--- config.mk ---
export PLATFORM = sky130hd
export DESIGN_NAME = muldiv_unit
export DESIGN_NICKNAME = d
export VERILOG_FILES = /design/src/rtl/muldiv_unit.sv
export SDC_FILE = /design/constraint.sdc
export NUM_CORES = 2
export LEC_CHECK = 0
export ABC_AREA = 1
export CORE_AREA = 2 2 333 335
export DETAILED_ROUTE_END_ITERATION = 6
export DIE_AREA = 0 0 335 337
export PLACE_DENSITY = 0.77
export RECOVER_POWER = 25
export SYNTH_ARGS = -nofsm -noshare
export SYNTH_HDL_FRONTEND = slang
export SYNTH_SLANG_ARGS = --single-unit
--- constraint.sdc ---
create_clock -name clk -period 28.3 [get_ports clk]
set_input_delay 2.83 -clock clk [delete_from_list [all_inputs] [get_ports clk]]
set_output_delay 2.83 -clock clk [all_outputs]
set_load 0.01 [all_outputs]
--- src/rtl/muldiv_unit.sv ---
// Multi-cycle MULT/MULTU/DIV/DIVU unit for the execute stage.
// Multiply is a registered product; divide is a restoring divider.
module muldiv_unit #(
    parameter int WIDTH      = 32,
    parameter int MUL_CYCLES = 2
) (
    input  logic             clk,
    input  logic             resetn,
    input  logic             in_valid,
    output logic             in_ready,
    input  logic [1:0]       op,
    input  logic [WIDTH-1:0] srca,
    input  logic [WIDTH-1:0] srcb,
    input  logic             flush,
    output logic             out_valid,
    input  logic             out_ready,
    output logic [WIDTH-1:0] hi,
    output logic [WIDTH-1:0] lo,
    output logic             busy
);

    typedef enum logic [1:0] {IDLE, MUL, DIV, DONE} state_t;

    localparam int CW = $clog2(WIDTH + 1);
    localparam logic [CW-1:0] MUL_LAST = CW'(MUL_CYCLES - 1);
    localparam logic [CW-1:0] DIV_LAST = CW'(WIDTH);

    state_t           state, state_d;
    logic [CW-1:0]    cnt;
    logic [1:0]       op_q;
    logic [WIDTH-1:0] a_q, b_q;
    logic [WIDTH-1:0] rem_q, quo_q, dvs_q;

    logic             accept;
    logic             in_sgn, q_sgn;
    logic [WIDTH-1:0] a_abs, b_abs;
    logic [WIDTH:0]   shifted, diff;
    logic [2*WIDTH-1:0] ext_a, ext_b, prod;
    logic [WIDTH-1:0] q_fix, r_fix;

    assign accept = in_valid & in_ready & ~flush;
    assign in_sgn = ~op[0];
    assign q_sgn  = ~op_q[0];

    // Operand magnitudes at accept; DIVU keeps raw operands
    always_comb begin
        a_abs = (in_sgn & srca[WIDTH-1]) ? -srca : srca;
        b_abs = (in_sgn & srcb[WIDTH-1]) ? -srcb : srcb;
    end

    // Restoring step, product and sign fix-up from latched operands
    always_comb begin
        shifted = {rem_q, quo_q[WIDTH-1]};
        diff    = shifted - {1'b0, dvs_q};
        ext_a   = {(q_sgn ? {WIDTH{a_q[WIDTH-1]}} : {WIDTH{1'b0}}), a_q};
        ext_b   = {(q_sgn ? {WIDTH{b_q[WIDTH-1]}} : {WIDTH{1'b0}}), b_q};
        prod    = ext_a * ext_b;
        q_fix   = quo_q;
        r_fix   = rem_q;
        if (b_q == '0) begin
            q_fix = '1;
            r_fix = a_q;
        end else if (q_sgn) begin
            if (a_q[WIDTH-1] ^ b_q[WIDTH-1]) q_fix = -quo_q;
            if (a_q[WIDTH-1])                r_fix = -rem_q;
        end
    end

    // State register
    always_ff @(posedge clk or negedge resetn) begin
        if (!resetn) state <= IDLE;
        else         state <= state_d;
    end

    // Next-state logic; flush wins in every state
    always_comb begin
        state_d = state;
        if (flush) begin
            state_d = IDLE;
        end else begin
            unique case (state)
                IDLE: if (accept) state_d = op[1] ? DIV : MUL;
                MUL:  if (cnt == MUL_LAST) state_d = DONE;
                DIV:  if (cnt == DIV_LAST) state_d = DONE;
                DONE: if (out_ready) state_d = IDLE;
                default: state_d = IDLE;
            endcase
        end
    end

    // Handshake outputs decode state directly
    always_comb begin
        in_ready = (state == IDLE);
        busy     = (state != IDLE);
    end

    // Datapath: operand latch, divider iteration, result registers
    always_ff @(posedge clk or negedge resetn) begin
        if (!resetn) begin
            cnt       <= '0;
            op_q      <= '0;
            a_q       <= '0;
            b_q       <= '0;
            rem_q     <= '0;
            quo_q     <= '0;
            dvs_q     <= '0;
            out_valid <= 1'b0;
            hi        <= '0;
            lo        <= '0;
        end else begin
            if (state == state_d && (state == MUL || state == DIV))
                cnt <= cnt + CW'(1);
            else
                cnt <= '0;
            if (accept) begin
                op_q  <= op;
                a_q   <= srca;
                b_q   <= srcb;
                rem_q <= '0;
                quo_q <= a_abs;
                dvs_q <= b_abs;
            end
            if (state == DIV && !flush && cnt != DIV_LAST) begin
                if (!diff[WIDTH]) begin
                    rem_q <= diff[WIDTH-1:0];
                    quo_q <= {quo_q[WIDTH-2:0], 1'b1};
                end else begin
                    rem_q <= shifted[WIDTH-1:0];
                    quo_q <= {quo_q[WIDTH-2:0], 1'b0};
                end
            end
            out_valid <= (state_d == DONE);
            if (state_d == DONE && state != DONE) begin
                if (op_q[1]) begin
                    hi <= r_fix;
                    lo <= q_fix;
                end else begin
                    {hi, lo} <= prod;
                end
            end
        end
    end

endmodule

-- After elaboration in Yosys (flattened, before gate mapping)
Index checks and enable logic that the tools add are counted.
- flip-flop bits (word level): 235
- word-level logic and storage cells: 70
- $add $sub $neg: 6
- multiply operators: 1
- equality and inequality tests: 9
- muxes and demuxes: 26
- bitwise operators: 7
- reductions and logical operators: 10
- operator list (cell ; count):
    32-bit two-way mux ; 17
    32-bit negator ; 4
    64-bit by 64-bit multiplier with 64-bit output ; 1
    33-bit by 32-bit subtractor with 33-bit output ; 1
    32-bit logical NOT ; 1
    2-bit two-way mux ; 6
    2-bit case mux with 4 select lines ; 1
    6-bit by 1-bit adder with 6-bit output (second input constant) ; 1
    2-bit == test (second input constant) ; 3
    6-bit by 1-bit == test with 1-bit output (second input constant) ; 1
    6-bit == test (second input constant) ; 1
    6-bit two-way mux ; 1
    6-bit != test (second input constant) ; 1
    1-bit AND ; 4
    1-bit logical AND ; 4
    2-bit nonzero test ; 2
    2-bit by 1-bit == test with 1-bit output (second input constant) ; 1
    2-bit == test ; 1
    2-bit logical NOT ; 1
    2-bit != test (second input constant) ; 1
    1-bit NOT ; 2
    1-bit logical NOT ; 1
    1-bit logical OR ; 1
    1-bit two-way mux ; 1
    1-bit bitwise XOR ; 1

-- Depth between registers and ports, before layout
- word-level depth: 9
- mapped depth: 42
- gate-level depth less buffers: 40

-- Worst setup path before layout
OpenSTA, ideal clock, no wires.
- path kind: flip-flop to flip-flop
- start point: register op_q[0]
- end point: register hi[24]
- library setup time: 0.122 ns
- arrival: 8.867 ns
- data required time: 28.178 ns
- slack: 19.310 ns
- stages on the path, launching flop included: 32
- clock period less this slack: 8.990 ns
- cell sequence: dfrtp_1 -> buf_2 -> buf_1 -> buf_1 -> nor2_1 -> fa_1 -> inv_1 -> fa_1 -> inv_1 -> fa_1 -> inv_1 -> fa_1 -> inv_1 -> fa_1 -> fa_1 -> fa_1 -> fa_1 -> fa_1 -> inv_1 -> fa_1 -> inv_1 -> ha_1 -> nand2_1 -> nor2_1 -> inv_1 -> nor2_1 -> nand2_1 -> or2_2 -> nand3_1 -> nand2_1 -> nand3_1 -> a21oi_1
- cells in the longest elaborated chain, start to end: 3
- RTL lines (item ; line ; source):
    start: declaration ; 30 ; logic [1:0] op_q;
    start signal: assignment ; 116 ; op_q <= op;
    32-bit two-way mux, on equally long branches ; 55, 56, 63 ;
    64-bit by 64-bit multiplier with 64-bit output / 32-bit two-way mux (equally long branches) ; 57, 60 ;
    32-bit two-way mux * ; 134 ; if (op_q[1]) begin
    end signal: assignment ; 135 ; hi <= r_fix;
    end signal: assignment ; 138 ; {hi, lo} <= prod;
    end: declaration ; 17 ; output logic [WIDTH-1:0] hi,
Every way passes the cells marked *; elsewhere a longest branch is shown, timed or not.
A chain may end at the register's enable or synchronous reset.

-- Final worst setup path
- start point: register op_q[0]
- end point: register hi[29]
Same word-level chain as after synthesis.

==> results.md <==
* Status: finished with violations
* Failing checks: capacitance limit, slew limit
* Max-slew violations at approximately 160
* Total wire length at 224000 um
* CP Max Fanout at between 40 and 50
* First-pass GRT wire length at approximately 340000 um
* Most frequent cells in the layout: 2488 x inv_1, 1846 x nand2_1, 1420 x fa_1
* I/O pin count at around 140
* Total number of vias at around 54k
* Minimum clock period at 9900 ps
* Reg2reg start: op_q[0]
* TNS Setup at 0 ps
* Hold Path Depth at 2
* Die area at between 100000 and 150000 um^2
* Vias in the first global route at 57.4k
* RSZ-0062 raised after global routing: false
* Synth Instances at between 8k and 9k
* Via density at around 5.6
* Pre-CTS WS at 18480 ps
* Initial DRC Count at about 5.7k
* Worst-margin pin slew at roughly 4300 ps
* #FFs+latches synth at about 230
* Clk_skew at approximately 58 ps
* CP required at roughly 29000 ps
* Initial antenna violation count at 5
* Resized cells post-CTS at 0
* Hold Path Origin: b_q[28]
* Starting Density at approximately three fifths
* Syn Nets at 10.2k
* # Post-CTS Setup Buffers at 0
* Arr. time, crit path at around 10000 ps
* Final setup fails at 0
* Avg WL per Cell at about 23 um
* Largest net degree at the start of global routing at 77
* H-tree levels at 1
* Synth Cell Area at about 65000 um^2
* Ys Warns at 0
* Crit-path most repeated cell: fa_1
* TritonCTS buffer count at 28
* Layout Nets at just over 10k
* DIE WIDTH at around 340 um
* Hold_ws at 476 ps
* Slowest-stage cell, CP: fa_1
* Clock transition at the registers of the reported paths at ~60 ps
* Slew Limit Headroom at -185%
* Sequential share of the synthesized area at roughly 9.0%
* CP endpoint kind: flip-flop
* IO buf count at roughly 140
* Reg-to-reg setup timing slack at about 18000 ps
* Final Hold Fails at 0
* FF-to-FF path depth at 29
* F_max at between 100 and 150 MHz
* Hold Path Sink: b_q[28]
* Reg2Reg Capture Point: hi[29]
* Aggregate global-route resource usage at 41.0%
* Number of max-cap violations at 3
* DP HPWL at 183000 um
* Worst Setup Start Kind: flip-flop
* Number of fill cells at between 9k and 10k
* Crit-path leading delay family: adder cells
* Tcrit/Tclk final at 35.0%
* Die H at between 300 and 400 um
* Worst Hold Class: flip-flop to flip-flop
* Hold buffers post-CTS at 0
* CTS tree: done
* Final ANT Viol Nets at 0
* Worst Setup Path Type: flip-flop to flip-flop
* DRT Pass-1 Iters at 7
* Clock Sinks at 234
* Core region area at around 110000 um^2
* Crit path buf inv count at 6
* Ratio of cells with drive above 1 in the final layout at ~3.1%
* Worst path max stage delay at approximately 880 ps
* Syn Area/Cell at between 7 and 8 um^2
* Commonest non-fill, non-tap cell in the layout: inv_1
* Placer Congestion at between 1 and 1.5
* Worst skew pair latency at approximately 630 ps
* CTS max path bufs at 3
* Root Driver: clkbuf_16
* P&R area growth vs syn at 5.27%
* Yosys cell types at a little under 60
* Grt ovf at 0
* Worst setup margin at ~18000 ps
* # rows at 122
* # DRC at 0
* Post-layout util at ~63%
[cells by family after synthesis]
family / share of synthesized area, %
flip-flops: 8.97
AND/OR/NAND/NOR: 16.4
adder cells (fa/ha/maj): 50.3
buffers and inverters: 16.7
XOR/XNOR: 1.48
AO/OA/AOI/OAI: 6.20
[worst min-delay path, delay by kind of cell (launching register included)]
kind | cells | cell delay [ps]
flip-flops | 1 | 350
AND/OR/NAND/NOR | 2 | 110
[synth_stat cells, drive strengths merged]
cell type | number | area [um^2]
inv | 2520 | 9460
o221ai | 35 | 307
o2111ai | 1 | 8.76
a31o | 3 | 26.3
o211ai | 21 | 178
o311ai | 2 | 17.5
dfrtp | 234 | 5860
a221oi | 1 | 8.76
nand2 | 1853 | 6980
clkbuf | 291 | 1090
a31oi | 39 | 259
o22ai | 17 | 113
a21boi | 4 | 30.0
a21oi | 244 | 1220
fa | 1420 | 28400
nand3 | 185 | 951
nor4 | 25 | 181
buf | 57 | 317
a22o | 1 | 8.76
a21o | 14 | 105
o21ai | 284 | 1460
nor3 | 46 | 303
o21bai | 17 | 128
clkinv | 2 | 7.51
o21a | 11 | 82.6
or2 | 19 | 119
ha | 352 | 4400
nor2 | 459 | 1790
nand3b | 12 | 103
a211oi | 4 | 30.0
o31ai | 6 | 45.0
nor3b | 2 | 15.0
nand4 | 40 | 275
xor2 | 81 | 709
a22oi | 3 | 22.5
xnor2 | 29 | 254
[per-stage QoR]
stage          std cells  instance area, um^2
2_1_floorplan       8334                65300
3_3_place_gp        9644                67800
3_5_place_dp        9644                67800
4_1_cts             9695                68700
5_1_grt             9698                68700
6_report            9701                68700
[final cells by class]
cell class	instances	area (um^2)	area share, %
antenna	6	15.0	0.0218
tap	1426	1780	2.60
inverter	2522	9470	13.8
clock inverter	17	205	0.299
multi-input combinational	5230	48600	70.7
sequential	234	5860	8.52
timing repair buffer	232	2070	3.01
clock buffer	34	763	1.11
[state kept, by name (all words and copies together), names as in the netlist]
register,count
rem_q,32
lo,32
quo_q,32
out_valid,1
state,2
cnt,6
a_q,32
dvs_q,31
op_q,2
b_q,32
hi,32
[how the worst max path moves through the flow]
stage / depth (start not counted) / startpoint / slack (ps) / end
after detailed placement: 29 / op_q[0] / 18480 / hi[29]
after floorplan: 31 / op_q[0] / 19310 / hi[24]
after global routing: 29 / op_q[0] / 17870 / hi[29]
after CTS: 29 / op_q[0] / 18370 / hi[29]
final: 29 / op_q[0] / 18400 / hi[29]
after global placement: 29 / op_q[0] / 18510 / hi[29]
[metal layers]
metal  wire length (um)  part of all wire [%]  track usage [%]  vias to the layer above
met5                  0                     0                0                        -
met1              85600                    38             55.0                    27100
met2              98600                    44             62.7                     3064
met4              11100                   5.0             17.0                        0
li1                   -                     -                -                    23700
met3              28400                    13             12.0                      572
Power is not shown: default switching activity piles up to over one toggle a cycle in this logic, so the estimate is an artifact.
